`src/rtl/decoder_scan_sequencer.sv`:
```
// -----------------------------------------------------------------------------
// decoder_scan_sequencer
//
// Drives the select lines {a,b,c} and the enable of a downstream 3-to-8
// decoder. It walks a programmable subset of the eight decoder outputs,
// holding each one for DWELL cycles with enable high. An optional BLANK-cycle
// gap with enable low separates consecutive channels. A sweep is either
// one-shot, ending with a single-cycle done pulse, or continuous, wrapping
// until it is stopped.
//
// Parameters
//   DWELL    cycles the enable is held high per visited channel (1..255)
//   BLANK    cycles the enable is held low between channels    (0..255)
//
// Ports
//   i_clk    single clock, rising edge
//   i_rst    synchronous, active-high reset
//   i_start  sweep request, sampled only while idle
//   i_stop   abort, sampled in every state (wins over i_start)
//   i_mode   0 = one-shot, 1 = continuous (latched with i_start)
//   i_mask   bit i set = visit channel i   (latched with i_start)
//   o_a      channel index bit 2
//   o_b      channel index bit 1
//   o_c      channel index bit 0
//   o_en     decoder enable, high only while driving a channel
//   o_busy   high while a sweep is in progress (DRIVE or GAP)
//   o_done   one-cycle pulse at the natural end of a one-shot sweep
// -----------------------------------------------------------------------------
module decoder_scan_sequencer #(
  parameter int DWELL = 4,
  parameter int BLANK = 1
) (
  input  logic       i_clk,
  input  logic       i_rst,
  input  logic       i_start,
  input  logic       i_stop,
  input  logic       i_mode,
  input  logic [7:0] i_mask,
  output logic       o_a,
  output logic       o_b,
  output logic       o_c,
  output logic       o_en,
  output logic       o_busy,
  output logic       o_done
);

  typedef enum logic [1:0] {
    S_IDLE,
    S_DRIVE,
    S_GAP
  } state_t;

  // The counter counts down to zero, so it is loaded with "cycles - 1".
  localparam logic [7:0] DWELL_LOAD = 8'(DWELL - 1);
  localparam logic [7:0] BLANK_LOAD = (BLANK > 0) ? 8'(BLANK - 1) : 8'd0;
  localparam bit         HAS_GAP    = (BLANK > 0);

  state_t     r_state;
  logic [7:0] r_mreg;   // channel mask latched at start
  logic       r_mdreg;  // mode latched at start
  logic [2:0] r_ch;     // current channel index, drives {a,b,c}
  logic [7:0] r_cnt;    // dwell / gap down-counter
  logic       r_en;
  logic       r_busy;
  logic       r_done;

  logic [2:0] w_start_ch;  // lowest set bit of the incoming mask
  logic [2:0] w_first_ch;  // lowest set bit of the latched mask
  logic [2:0] w_next_ch;   // channel that follows r_ch (wrapped if needed)
  logic       w_wrap;      // no set bit above r_ch
  logic       w_accept;    // start request taken this cycle
  logic       w_eoc;       // current channel's dwell/gap period is over
  logic       w_finish;    // end of channel that also ends a one-shot sweep

  // ---------------------------------------------------------------------------
  // Channel selection. The loops run from the top bit down, so the last match
  // assigned is the lowest qualifying bit.
  // ---------------------------------------------------------------------------
  always_comb begin
    // NOTE: every combinational output gets a default before any conditional
    // assignment; a path that leaves one unassigned would infer a latch.
    w_start_ch = 3'd0;
    w_first_ch = 3'd0;
    w_next_ch  = 3'd0;
    w_wrap     = 1'b1;
    for (int i = 7; i >= 0; i--) begin
      if (i_mask[i]) begin
        w_start_ch = 3'(i);
      end
      if (r_mreg[i]) begin
        w_first_ch = 3'(i);
      end
      if (r_mreg[i] && (i > int'(r_ch))) begin
        w_next_ch = 3'(i);
        w_wrap    = 1'b0;
      end
    end
    if (w_wrap) begin
      w_next_ch = w_first_ch;
    end
  end

  assign w_accept = i_start && !i_stop && (i_mask != 8'd0);

  // With BLANK = 0 the channel ends straight out of DRIVE; otherwise the gap
  // expiring is what ends the channel.
  assign w_eoc = (r_cnt == 8'd0) &&
                 (((r_state == S_DRIVE) && !HAS_GAP) || (r_state == S_GAP));

  assign w_finish = w_wrap && !r_mdreg;

  // ---------------------------------------------------------------------------
  // Sequencer FSM with registered outputs.
  // ---------------------------------------------------------------------------
  // NOTE: state is updated with non-blocking assignments only, so every
  // right-hand side sees the values from before this clock edge.
  always_ff @(posedge i_clk) begin
    if (i_rst) begin
      r_state <= S_IDLE;
      r_mreg  <= 8'd0;
      r_mdreg <= 1'b0;
      r_ch    <= 3'd0;
      r_cnt   <= 8'd0;
      r_en    <= 1'b0;
      r_busy  <= 1'b0;
      r_done  <= 1'b0;
    end else begin
      // done is a pulse; it is raised only by the one-shot completion below.
      r_done <= 1'b0;

      unique case (r_state)
        S_IDLE: begin
          if (w_accept) begin
            r_mreg  <= i_mask;
            r_mdreg <= i_mode;
            r_ch    <= w_start_ch;
            r_cnt   <= DWELL_LOAD;
            r_en    <= 1'b1;
            r_busy  <= 1'b1;
            r_state <= S_DRIVE;
          end
        end

        S_DRIVE, S_GAP: begin
          if (i_stop) begin
            // Abort: channel index is left where it was, no done pulse.
            r_en    <= 1'b0;
            r_busy  <= 1'b0;
            r_state <= S_IDLE;
          end else if (w_eoc) begin
            if (w_finish) begin
              r_en    <= 1'b0;
              r_busy  <= 1'b0;
              r_done  <= 1'b1;
              r_state <= S_IDLE;
            end else begin
              // Covers both the plain advance and the continuous-mode wrap:
              // w_next_ch already falls back to the lowest channel.
              r_ch    <= w_next_ch;
              r_cnt   <= DWELL_LOAD;
              r_en    <= 1'b1;
              r_state <= S_DRIVE;
            end
          end else if (r_cnt != 8'd0) begin
            r_cnt <= r_cnt - 8'd1;
          end else begin
            // Dwell over and a gap follows (BLANK > 0 is implied here).
            r_cnt   <= BLANK_LOAD;
            r_en    <= 1'b0;
            r_state <= S_GAP;
          end
        end

        default: begin
          r_en    <= 1'b0;
          r_busy  <= 1'b0;
          r_state <= S_IDLE;
        end
      endcase
    end
  end

  assign o_a    = r_ch[2];
  assign o_b    = r_ch[1];
  assign o_c    = r_ch[0];
  assign o_en   = r_en;
  assign o_busy = r_busy;
  assign o_done = r_done;

endmodule

```
`config.mk`:
```
export PLATFORM = sky130hd
export DESIGN_NAME = decoder_scan_sequencer
export DESIGN_NICKNAME = d
export VERILOG_FILES = /design/src/rtl/decoder_scan_sequencer.sv
export SDC_FILE = /design/constraint.sdc
export NUM_CORES = 1
export LEC_CHECK = 0
export BUFFER_PORTS_ARGS = -buffer_cell sky130_fd_sc_hd__buf_4
export CORE_MARGIN = 4
export CORE_UTILIZATION = 45
export DETAILED_ROUTE_END_ITERATION = 6
export PLACE_DENSITY = 0.75
export RECOVER_POWER = 50
export SLEW_MARGIN = 20
export SYNTH_ARGS = -nofsm -noshare
export SYNTH_HDL_FRONTEND = slang
export SYNTH_SLANG_ARGS = --single-unit
```
`constraint.sdc`:
```
create_clock -name i_clk -period 2.22 [get_ports i_clk]
set_input_delay 0.111 -clock i_clk [delete_from_list [all_inputs] [get_ports i_clk]]
set_output_delay 0.111 -clock i_clk [all_outputs]
set_load 0.01 [all_outputs]
```
### After elaboration in Yosys (flattened, before gate mapping)

Cells that the tools add are included.

| operators by class | value |
|---|---|
| magnitude comparators | 7 |
| add/subtract/negate cells | 1 |
| reductions and logical operators | 25 |
| multipliers | 0 |
| shift-type cells | 0 |
| multiplexer cells | 59 |
| div/mod/pow operators | 0 |
| bitwise gates (word level) | 2 |
| equal/unequal tests | 10 |

Operators with widths:

| operator | count |
|---|---|
| $mux W3 | 28 |
| $mux W8 | 5 |
| $mux W1 | 17 |
| $pmux W8 S2 | 1 |
| $reduce_bool A8 Y1 | 2 |
| $gt A3 B3 Y1 const A | 4 |
| $logic_and A1 B1 Y1 | 11 |
| $ne A3 B3 Y1 const B | 3 |
| $logic_not A8 Y1 | 1 |
| $mux W2 | 4 |
| $ne A2 B2 Y1 const B | 4 |
| $sub A8 B1 Y8 const B | 1 |
| $gt A2 B3 Y1 const A | 2 |
| $pmux W3 S2 | 1 |
| $reduce_and A5 Y1 | 1 |
| $ne A4 B4 Y1 const B | 1 |
| $pmux W1 S2 | 2 |
| $pmux W2 S2 | 1 |
| $reduce_and A2 Y1 | 2 |
| $reduce_and A4 Y1 | 1 |
| $reduce_or A4 Y1 | 1 |
| $gt A1 B3 Y1 const A | 1 |
| $reduce_and A3 Y1 | 1 |
| $eq A2 B1 Y1 const B | 1 |
| 6 further kinds | 8 |

| word-level totals | value |
|---|---|
| latch bits | 0 |
| RAM bits | 0 |
| logic and storage cells | 112 |
| input bits | 13 |
| ROM bits | 0 |
| memories | 0 |
| bits in registers | 25 |
| output and inout bits | 6 |

### Logic depth before layout (Yosys ltp)

Gate-level depths: netlist of run 1.

| depth | value |
|---|---|
| depth after elaboration | 14 |
| mapped depth | 8 |

### Worst setup path before layout of run 1

Ideal clock, no wire load.

| timing | value |
|---|---|
| kind | reg2reg |
| from | register r_state[0] |
| to | register r_cnt[6] |
| path buffers | 1 |
| stages on the path, launching flop included | 9 |
| path slack | 0.138 ns |
| data arrival time | 2.008 ns |
| required time | 2.146 ns |
| clock period less this slack | 2.082 ns |
| setup time | 0.074 ns |
| path through | dfxtp_1 -> inv_1 -> ha_1 -> buf_2 -> inv_1 -> nor2_1 -> a21boi_4 -> or4_1 -> a31oi_1 |

| on the way | value |
|---|---|
| longest elaborated chain between the ends | 5 |

Ends and longest elaborated chain:

| item | line | source |
|---|---|---|
| from (decl) | 58 | `state_t r_state;` |
| from (signal assigned) | 119 | `r_state <= S_IDLE;` |
| from (signal assigned) | 140 | `r_state <= S_DRIVE;` |
| from (signal assigned) | 149 | `r_state <= S_IDLE;` |
| $eq A2 B2 Y1 | 108, 131 |  |
| $logic_and A1 B1 Y1 | 107 | `assign w_eoc = (r_cnt == 8'd0) &&` |
| $mux W8 | 150 | `end else if (w_eoc) begin` |
| $mux W8 | 145 | `if (i_stop) begin` |
| $pmux W8 S2 | 131 | `unique case (r_state)` |
| to (signal assigned) | 165 | `r_cnt <= r_cnt - 8'd1;` |
| to (decl) | 62 | `logic [7:0] r_cnt;` |

Parallel ways exist; a longest one is shown, timed or not. The select of a mux whose other input is x is not followed.
A chain may end at the register's enable or synchronous reset.

### Worst setup path after layout of run 1

| timing | value |
|---|---|
| from | register r_cnt[0] |
| to | register r_cnt[3] |

| on the way | value |
|---|---|
| longest elaborated chain between the ends | 5 |

Ends and longest elaborated chain:

| item | line |
|---|---|
| $sub A8 B1 Y8, or another cell as far along | 165 |
| $mux W8 or $logic_and A1 B1 Y1 (tied branches) | 164, 107 |
| $mux W8 | 150 |
| $mux W8 | 145 |
| $pmux W8 S2 | 131 |

Parallel ways exist; a longest one is shown, timed or not. The select of a mux whose other input is x is not followed.

==> metrics.md, run 1 <==
| Metric | Value |
|---|---|
| Status | `finished, final reports clean` |
| CP Data Arrival Time | `2360 ps` |
| Yosys top cell area share | `0.306` |
| Total of max-cap violations | `0` |
| Hpwl dp | `2960 µm` |
| Clock sinks | `24` |
| Final Cell Area | `1810 µm²` |
| GR Util met1 | `0.279` |
| Core area | `3360 µm²` |
| Area leader, netlist | `dfxtp_1` |
| Area Growth Syn to Fin | `15.1%` |
| EDFF count, synth | `0` |
| Synth unique cells | `54` |
| Final wirelength | `3830 µm` |
| Most Crowded Layer GR | `met1` |
| Met2 usage | `0.270` |
| Fmax achieved | `476 MHz` |
| Pwr/cell area | `915 nW/µm²` |
| Endpoints failing setup | `0` |
| Layout cells sized above 1 | `0.164` |
| RSZ-0062 raised after global routing | `no` |
| Post-synthesis sequential area ratio | `0.306` |
| Slew margin rel. | `0.738` |
| Top-count cell post-synth | `nor2_1` |
| Row Count | `21` |
| Vias per cell | `5.89` |
| Crit path max fanout | `5` |
| Crit path kind | `reg -> reg` |
| XOR/XNOR Fraction of Synth Area | `0` |
| Ant. Diodes | `0` |
| Post-Synth Adder-Cell Area | `0.0398` |
| Grt ovf | `0` |
| Slew @ Worst Pin | `389 ps` |
| Net count after synthesis | `215` |
| Largest family of logic cells by synthesized area | `simple AND/OR/NAND/NOR gates` |
| Max Root-Sink Buffers | `2` |
| Drt initial violations | `102` |
| CP Capture Type | `flip-flop` |
| Initial Utilization | `0.467` |
| Drt pass-1 iters | `4` |
| Vias in the first global route | `1423` |
| Slowest-stage cell, CP | `or4_1` |
| Post-route worst setup slack | `119 ps` |
| Synth top cells by count | `nor2_1 (29), dfxtp_1 (24), a21oi_1 (15)` |
| Post-synthesis async set-or-reset flop share | `0` |
| Ports | `19` |
| Clk Latency, worst-skew pair | `310 ps` |
| Via count | `1562` |
| Tcrit/Tclk final | `0.946` |
| Final hold violation count | `0` |
| Mapped Cells | `197` |
| Largest stage delay, worst path | `510 ps` |
| CTS tree | `built` |
| Root Buffer | `clkbuf_4` |
| Placement-stage worst setup slack | `59.9 ps` |
| HP Class | `in -> reg` |
| Nets | `239` |
| Synth Flop Type | `dfxtp_1` |
| Post-synthesis compound-gate area fraction | `0.273` |
| Syn Area/Cell | `7.97 µm²` |
| Maximum VDD drop | `0.000582 V` |
| Type of origin of the critical path | `flip-flop` |
| TNS Setup | `0 ps` |
| Initial antenna violation count | `0` |
| Required @ worst endpoint | `2480 ps` |
| CTS Hold Buffers Added | `0` |
| Worst path top cell family by delay | `simple AND/OR/NAND/NOR gates` |
| Routed Antenna Nets | `0` |
| Final Max Tran Viols | `0` |
| H-tree levels | `1` |
| CP bufs+invs | `1` |
| Largest net degree at the start of global routing | `22` |
| Die W | `67.1 µm` |
| Gpl congestion | `0.845` |
| First-pass GRT wire length | `6560 µm` |
| Die height | `67.1 µm` |
| Netlist Area Pre-Place | `1570 µm²` |
| Mux cell area share after synthesis | `0.0446` |
| Tmin final | `2100 ps` |
| Simple-Gate Fraction of Synth Area | `0.294` |
| GR Util met3 | `0.0236` |
| Clock Pin Slew Worst Setup and Hold Paths | `130 ps` |
| Synth area leaders | `dfxtp_1 (31%), nor2_1 (6.9%), a21oi_1 (4.8%)` |
| Synthesized flop and latch total | `24` |
| Yosys warns | `0` |
| DRC | `0` |
| Placed Area | `1790 µm²` |
| Port buffer count | `18` |
| GR Util All Layers | `0.186` |
| Num CTS Buffers | `3` |
| Avg WL per Cell | `14.5 µm` |
| Leak Pwr | `0.000739 µW` |
| Critical-path cell list | `inv_1 -> ha_1 -> nor4b_4 -> and3_1 -> or3_1 -> or4_1 -> a21oi_1` |
| Clock skew | `2.76 ps` |
| Post_cts resized | `0` |
| Die area | `4500 µm²` |
| Postcts setup bufs | `0` |
==> routing by layer <==
metal	part of all wire	vias up
li1	-	789
met1	0.48	713
met2	0.44	58
met3	0.074	2
met4	0.0068	0
met5	0	-
==> power by group <==
part	internal (µW)	total, µW	leakage [µW]	switching (µW)
Combinational	372	872	0.000528	500
Sequential	506	589	0.000197	83.3
Clock	63.4	193	0.0000138	130
==> tightest hold or removal path, cell delays in order <==
cell and delay [ps]:
buf_4 70, mux2i_1 50, nor2_1 80
==> registers in the layout, summed over array words and instances, names as in the netlist <==
register	cells
o_busy	1
o_done	1
r_ch	3
r_cnt	8
r_mdreg	1
r_mreg	8
r_state	2
==> worst paths after layout <==
kind         cells past startpoint  slack (ps)                   from                    end
min                              3          30                 i_mode   r_mdreg$_SDFFE_PP0P_
min reg2reg                      2         500  r_cnt[5]$_SDFFE_PP0P_  r_cnt[5]$_SDFFE_PP0P_
max                              7         120  r_cnt[0]$_SDFFE_PP0P_  r_cnt[3]$_SDFFE_PP0P_
max reg2reg                      7         120  r_cnt[0]$_SDFFE_PP0P_  r_cnt[3]$_SDFFE_PP0P_
==> metrics by stage <==
step / utilization / hold WS (ps) / std cells / total power, µW
global route: 0.538 / 30.8 / 265 / 1800
global placement: 0.532 / 341 / 262 / 1450
finish: 0.538 / 34.6 / 265 / 1650
floorplan: - / 216 / 197 / 1190
detailed placement: 0.532 / 365 / 262 / 1460
CTS: 0.539 / 32.5 / 265 / 1650
==> cell usage in the layout (no fill, tap or decap), types with 2 or more instances in the layout <==
| cell type | synthesis | layout |
|---|---|---|
| dfxtp_2 | 0 | 4 |
| or3_1 | 5 | 5 |
| dfxtp_1 | 24 | 20 |
| and2_1 | 3 | 3 |
| a21oi_1 | 15 | 15 |
| o31ai_1 | 6 | 6 |
| nand2_1 | 12 | 12 |
| o221a_1 | 2 | 2 |
| buf_4 | 0 | 20 |
| nand4b_1 | 2 | 2 |
| nor2b_1 | 2 | 2 |
| clkbuf_4 | 0 | 3 |
| o211ai_1 | 2 | 2 |
| nand3_1 | 3 | 3 |
| ha_1 | 5 | 5 |
| clkbuf_1 | 3 | 4 |
| or4_1 | 5 | 5 |
| nor2_1 | 29 | 29 |
| a21o_1 | 2 | 2 |
| a311oi_1 | 3 | 3 |
| a31oi_1 | 5 | 5 |
| o41ai_1 | 2 | 2 |
| mux2i_1 | 7 | 7 |
| inv_1 | 9 | 9 |
| nand2b_1 | 4 | 4 |
| nor3_1 | 4 | 4 |
| o21ai_0 | 7 | 7 |
| o21bai_1 | 2 | 2 |
| nand3b_1 | 3 | 3 |
| or3b_1 | 2 | 2 |
==> area by class of cell <==
| class | instances | area, µm² |
|---|---|---|
| tap | 46 | 57.6 |
| sequential | 24 | 485 |
| timing repair buffer | 25 | 170 |
| inverter | 11 | 41.3 |
| fill | 350 | 1560 |
| clock buffer | 3 | 22.5 |
| multi-input combinational | 156 | 1030 |
==> logic make-up (layout without fill, tap and decap cells) <==
| kind of cell | count (synthesis) | after routing |
|---|---|---|
| adders and majority gates | 5 | 5 |
| buffers and inverters | 17 | 39 |
| and+or+nand+nor | 84 | 84 |
| DFF | 24 | 24 |
| muxes | 7 | 7 |
| AOI/OAI and AO/OA | 60 | 60 |
(Power assumes the default switching activity.)
==> inputs of run 2 (changes only) <==
Settings changed: CELL_PAD_IN_SITES_DETAIL_PLACEMENT set to 1, CELL_PAD_IN_SITES_GLOBAL_PLACEMENT set to 1, CORE_UTILIZATION 45 to 42, PLACE_DENSITY 0.75 to 0.89.
==> run 2 against run 1 <==
Net effect: largest cell class unchanged; highest routed layer unchanged; non-clock buffer count fell by 1; combinational power up 7.1%; maximum frequency shrank 1.9%; count of clock-buffer cells in the layout stayed put.
==> metrics.md, run 2 (same netlist as run 1, synthesis figures left out) <==
| Metric | Value |
|---|---|
| Die area | `4780 µm² (+6.3%)` |
| Flop-to-flop setup slack | `80 ps (-40 ps)` |
| Area Growth Syn to Fin | `17.0%` |
| Row Count | `21 (unchanged)` |
| Crit path max fanout | `5 (unchanged)` |
| Critical-path cell list | `inv_1 -> ha_1 -> nor4b_4 -> and3_1 -> or3_1 -> or4_1 -> a21oi_1` |
| First-pass GRT wire length | `8110 µm (+24%)` |
| Leak Pwr | `0.000745 µW (+0.81%)` |
| Ant. Diodes | `0 (unchanged)` |
| Port buffer count | `18 (unchanged)` |
| Fmax achieved | `467 MHz (-1.9%)` |
| Layout cells sized above 1 | `0.146 (-0.0183)` |
| CP Data Arrival Time | `2350 ps (about the same)` |
| Reg2reg end | `r_cnt[3]$_SDFFE_PP0P_` |
| Avg WL per Cell | `18.9 µm (+31%)` |
| Final Max Tran Viols | `0 (unchanged)` |
| Critical path startpoint | `r_cnt[0]$_SDFFE_PP0P_` |
| Hold path start | `i_mode` |
| GR Util met3 | `0.0203 (-0.00326)` |
| Clock sinks | `24 (unchanged)` |
| R2R Path Start | `r_cnt[0]$_SDFFE_PP0P_` |
| Max Root-Sink Buffers | `2 (unchanged)` |
| Grt ovf | `0 (unchanged)` |
| Critical path endpoint | `r_cnt[3]$_SDFFE_PP0P_` |
| CP Capture Type | `flip-flop` |
| Initial Utilization | `0.453 (-0.0141)` |
| CTS tree | `built` |
| Placed cell count | `261 (-0.38%)` |
| Drt pass-1 iters | `6 (+2)` |
| Largest registers | `r_cnt (8), r_mreg (8), r_ch (3)` |
| Most Crowded Layer GR | `met2` |
| Root Buffer | `clkbuf_8` |
| Largest net degree at the start of global routing | `22 (unchanged)` |
| Post-layout util | `0.530 (-0.00799)` |
| Type of origin of the critical path | `flip-flop` |
| Hpwl dp | `3560 µm (+20%)` |
| Storage element area | `482 µm² (-0.77%)` |
| Required @ worst endpoint | `2430 ps (-50 ps)` |
| Num CTS Buffers | `3 (unchanged)` |
| GR Util All Layers | `0.200 (+0.0138)` |
| Ports | `19 (unchanged)` |
| Slew margin rel. | `0.708 (-0.0299)` |
| Slowest-stage cell, CP | `or4_1` |
| Die height | `69.1 µm (+3.1%)` |
| Reg2reg path depth | `7 (unchanged)` |
| Drt initial violations | `118 (+16%)` |
| HP Class | `in -> reg` |
| Final hold violation count | `0 (unchanged)` |
| Core area | `3470 µm² (+3.1%)` |
| Leading cell type in the layout, fill and taps excluded | `nor2_1` |
| Status | `finished, final reports clean` |
| Nets | `238 (-0.42%)` |
| Endpoints failing setup | `0 (unchanged)` |
| Met2 usage | `0.338 (+0.0680)` |
| Tmin final | `2140 ps (+40.4 ps)` |
| Clock Pin Slew Worst Setup and Hold Paths | `100 ps (-30 ps)` |
| Gpl congestion | `0.873 (+3.3%)` |
| Area of the multi-input gates | `1030 µm² (-0.12%)` |
| Vias per cell | `6.34 (+7.6%)` |
| Total of max-cap violations | `0 (unchanged)` |
| H-tree levels | `1 (unchanged)` |
| Final wirelength | `5010 µm (+31%)` |
| Via count | `1681 (+7.6%)` |
| Die W | `69.1 µm (+3.1%)` |
| Routed Antenna Nets | `0 (unchanged)` |
| Commonest non-fill, non-tap cells in the layout | `nor2_1 (29), dfxtp_1 (23), buf_4 (17)` |
| Tcrit/Tclk final | `0.965 (+0.0182)` |
| Final cell count without fillers | `265 (unchanged)` |
| Slew @ Worst Pin | `437 ps (+47.3 ps)` |
| Maximum VDD drop | `0.000628 V (+7.9%)` |
| Number of fill cells in the layout | `431 (+23%)` |
| Vias in the first global route | `1669 (+17%)` |
| Clock skew | `2.24 ps (-0.515 ps)` |
| Overall power | `1920 µW (+16%)` |
| GR Util met1 | `0.275 (-0.00458)` |
| Clk Latency, worst-skew pair | `270 ps (-40 ps)` |
| DRC | `0 (unchanged)` |
| Initial antenna violation count | `0 (unchanged)` |
| Largest stage delay, worst path | `530 ps (+20 ps)` |
| Pwr/cell area | `1050 nW/µm² (+14%)` |
| Crit path kind | `reg -> reg` |
## run 2: changes by cell type in the layout (fill, tap and decap cells not counted), sizes merged
cell    previous run  this run
buf               20        17
clkbuf             8        10
bufinv             0         1
## run 2: through the flow
stage	hold WS [ps]	setup TNS, ps	setup WS [ps]	instance area [µm²]
finish	91.3	0	78.7	1840
global route	120	-14.3	-14.3	1840
CTS	105	0	6.61	1850
detailed placement	377	0	24.6	1780
global placement	344	0	150	1780
floorplan	216	0	138	1570
## run 2: what timing repair did
action | in CTS | in global routing
hold buffers | 0 | 0
resized for setup | 0 | 4
endpoints found under the setup margin | 0 | 9
setup buffers | 0 | 0
## run 2: critical path: cells and delay by family, from the launching register on
kind / cells / cell delay (ps)
AOI/OAI and AO/OA: 1 / 130
adders and majority gates: 1 / 200
buffers and inverters: 1 / 80
DFF: 1 / 370
and+or+nand+nor: 4 / 1320
## run 2: area by class of cell
| class | instances | share of cell area |
|---|---|---|
| Multi-Input combinational cell | 156 | 0.561 |
| Inverter | 11 | 0.0225 |
| Sequential cell | 24 | 0.262 |
| Timing Repair Buffer | 24 | 0.0845 |
| Clock buffer | 3 | 0.0225 |
| Tap cell | 46 | 0.0313 |
| Clock inverter | 1 | 0.0163 |
## run 2: worst min path at each step
stage,to,cells after the start
2_1_floorplan,o_busy$_SDFFE_PP0P_,1
3_3_place_gp,r_mdreg$_SDFFE_PP0P_,3
3_5_place_dp,r_mreg[0]$_SDFFE_PP0P_,3
4_1_cts,r_mreg[0]$_SDFFE_PP0P_,3
5_1_grt,r_mdreg$_SDFFE_PP0P_,3
6_report,r_mdreg$_SDFFE_PP0P_,3
## run 2: layer usage
layer | vias to the layer above | share of wire | wire, µm
li1 | 782 | - | -
met1 | 829 | 0.44 | 2230
met2 | 64 | 0.49 | 2480
met3 | 6 | 0.052 | 263
met4 | 0 | 0.0080 | 40
met5 | - | 0 | 0
## run 2: where the power goes
part / switching, µW / leakage [µW] / internal, µW
registers: 81.9 / 0.000196 / 501
logic: 572 / 0.000513 / 363
clock network: 161 / 0.0000357 / 241
total: 815 / 0.000745 / 1100
==> inputs of run 3 (changes only) <==
Settings changed: RECOVER_POWER 50 to 100.
==> run 3 against run 2 <==
Net effect: design area fell by 0.27%; sequential share of layout area rose by 0.072 points; first-iteration DRC count fell by 14%; sequential cell count did not move; cell count did not move; count of clock-buffer cells in the layout did not move; non-clock buffer count did not move; largest power group unchanged; total power fell by 0.41%; register-to-register slack barely moved; clock skew rose by 2.0 ps; via count fell by 0.24%; maximum frequency fell by 0.38%.
==> metrics.md, run 3 (same netlist as run 1, synthesis figures left out) <==
| Metric | Value |
|---|---|
| Status | `finished, final reports clean` |
| Layout cells sized above 1 | `0.137 (-0.00913)` |
| Area Growth Syn to Fin | `16.7%` |
| Die area | `4780 µm² (unchanged)` |
| Root Buffer | `clkbuf_8` |
| Final hold violation count | `0 (unchanged)` |
| Largest stage delay, worst path | `530 ps (about the same)` |
| CP Depth | `7 (unchanged)` |
| Number of fill cells in the layout | `433 (+0.46%)` |
| Initial Utilization | `0.453 (unchanged)` |
| Tmin final | `2150 ps (+8.17 ps)` |
| Leak Pwr | `0.000740 µW (-0.68%)` |
| Num CTS Buffers | `3 (unchanged)` |
| Crit path kind | `reg -> reg` |
| Fmax achieved | `465 MHz (-0.38%)` |
| Leading cell type in the layout, fill and taps excluded | `nor2_1` |
| Initial antenna violation count | `0 (unchanged)` |
| Slowest-stage cell, CP | `or4_1` |
| Nets | `238 (unchanged)` |
| CP bufs+invs | `2 (+1)` |
| Type of origin of the critical path | `flip-flop` |
| Final wirelength | `4980 µm (-0.64%)` |
| Slew @ Worst Pin | `414 ps (-22.2 ps)` |
| Reg2reg path depth | `7 (unchanged)` |
| Core area | `3470 µm² (unchanged)` |
| CP Capture Type | `flip-flop` |
| Clock skew | `4.26 ps (+2.02 ps)` |
| Storage element area | `482 µm² (unchanged)` |
| Die height | `69.1 µm (unchanged)` |
| Vias in the first global route | `1669 (unchanged)` |
| Maximum VDD drop | `0.000628 V (about the same)` |
| Placement-stage worst setup slack | `24.6 ps (unchanged)` |
| Drt pass-1 iters | `5 (-1)` |
| Tcrit/Tclk final | `0.968 (+0.00368)` |
| CTS tree | `built` |
| Hold path depth | `3 (unchanged)` |
| Final Cell Area | `1830 µm² (-0.27%)` |
| Grt ovf | `0 (unchanged)` |
| Ant. Diodes | `0 (unchanged)` |
| Slew margin rel. | `0.721 (+0.0130)` |
| Clk Latency, worst-skew pair | `270 ps (about the same)` |
| Critical-path cell list | `inv_1 -> ha_2 -> inv_2 -> or3_1 -> a21boi_4 -> or4_1 -> a31oi_1` |
| Row Count | `21 (unchanged)` |
| H-tree levels | `1 (unchanged)` |
| Commonest non-fill, non-tap cells in the layout | `nor2_1 (29), dfxtp_1 (23), buf_4 (16)` |
| Vias per cell | `6.33 (-0.24%)` |
| Most Crowded Layer GR | `met2` |
| CP Data Arrival Time | `2360 ps (about the same)` |
| GR Util met1 | `0.275 (unchanged)` |
| DRC | `0 (unchanged)` |
| Placed Area | `1780 µm² (unchanged)` |
| Hpwl dp | `3560 µm (unchanged)` |
| Pwr/cell area | `1040 nW/µm² (-0.13%)` |
| Required @ worst endpoint | `2430 ps (about the same)` |
| Routed Antenna Nets | `0 (unchanged)` |
| Post-route worst setup slack | `70.6 ps (-8.17 ps)` |
| GR Util All Layers | `0.200 (unchanged)` |
| Drt initial violations | `101 (-14%)` |
| HP Class | `in -> reg` |
| Largest net degree at the start of global routing | `22 (unchanged)` |
| Ports | `19 (unchanged)` |
| Clock sinks | `24 (unchanged)` |
| Largest registers | `r_cnt (8), r_mreg (8), r_ch (3)` |
| Max Root-Sink Buffers | `2 (unchanged)` |
| GR Util met3 | `0.0203 (unchanged)` |
| Postcts setup bufs | `0 (unchanged)` |
| Gpl congestion | `0.873 (unchanged)` |
| Clock Pin Slew Worst Setup and Hold Paths | `100 ps (about the same)` |
| Die W | `69.1 µm (unchanged)` |
| Area of the multi-input gates | `1030 µm² (-0.12%)` |
| First-pass GRT wire length | `8110 µm (unchanged)` |
| Worst path top cell family by delay | `simple AND/OR/NAND/NOR gates` |
| Port buffer count | `18 (unchanged)` |
| Met2 usage | `0.338 (unchanged)` |
| Via count | `1677 (-0.24%)` |
| Final Max Tran Viols | `0 (unchanged)` |
| Avg WL per Cell | `18.8 µm (-0.64%)` |
| Total of max-cap violations | `0 (unchanged)` |
| Crit path max fanout | `10 (+5)` |
| Endpoints failing setup | `0 (unchanged)` |
[run 3: cell count changes in the layout (fill, tap and decap cells not counted), sizes merged]
cell | before | now
buf | 17 | 16
clkbuf | 10 | 11
[run 3: path summary, 6_finish.rpt]
path                                start                    end  slack (ps)
hold / removal                     i_mode   r_mdreg$_SDFFE_PP0P_          90
setup / recovery  r_state[0]$_SDFFE_PP0P_  r_cnt[6]$_SDFFE_PP0P_          70
setup reg to reg  r_state[0]$_SDFFE_PP0P_  r_cnt[6]$_SDFFE_PP0P_          70
hold reg to reg       o_busy$_SDFFE_PP0P_    o_busy$_SDFFE_PP0P_         520
[run 3: metal layers]
layer	routed length, µm	share of wire
met3	309	0.062
met4	51	0.010
met5	0	0
met1	2170	0.44
met2	2440	0.49
[run 3: power breakdown]
part | internal, µW | switching, µW
logic | 358 | 569
registers | 501 | 81.7
clock network | 241 | 161
total | 1100 | 812
[run 3: cell type report]
| cell class | instances | area share |
|---|---|---|
| clock inverters | 1 | 0.0164 |
| clock buffers | 3 | 0.0225 |
| inverters | 11 | 0.0225 |
| repair buffers | 24 | 0.0827 |
| well taps | 46 | 0.0314 |
| flip-flops and latches | 24 | 0.263 |
| multi-input cells | 156 | 0.561 |
[run 3: worst reg2reg max path, cell delays in order (launching register included)]
cell and delay, ps:
dfxtp_1 350, inv_1 100, ha_2 260, inv_2 80, or3_1 390, a21boi_4 190
or4_1 530, a31oi_1 170
[run 3: through the flow]
stage	instances	setup TNS (ps)	hold WS (ps)	util	power (µW)
floorplan	197	0	216	-	1190
detailed placement	261	0	377	0.514	1490
global route	265	-31.1	120	0.528	2020
CTS	265	0	105	0.534	1900
global placement	261	0	344	0.514	1440
finish	265	0	94.0	0.528	1910
[run 3: timing repair]
item,in CTS,in global routing
hold buffers,0,0
endpoints found under the setup margin,0,9
gates resized for setup,0,4
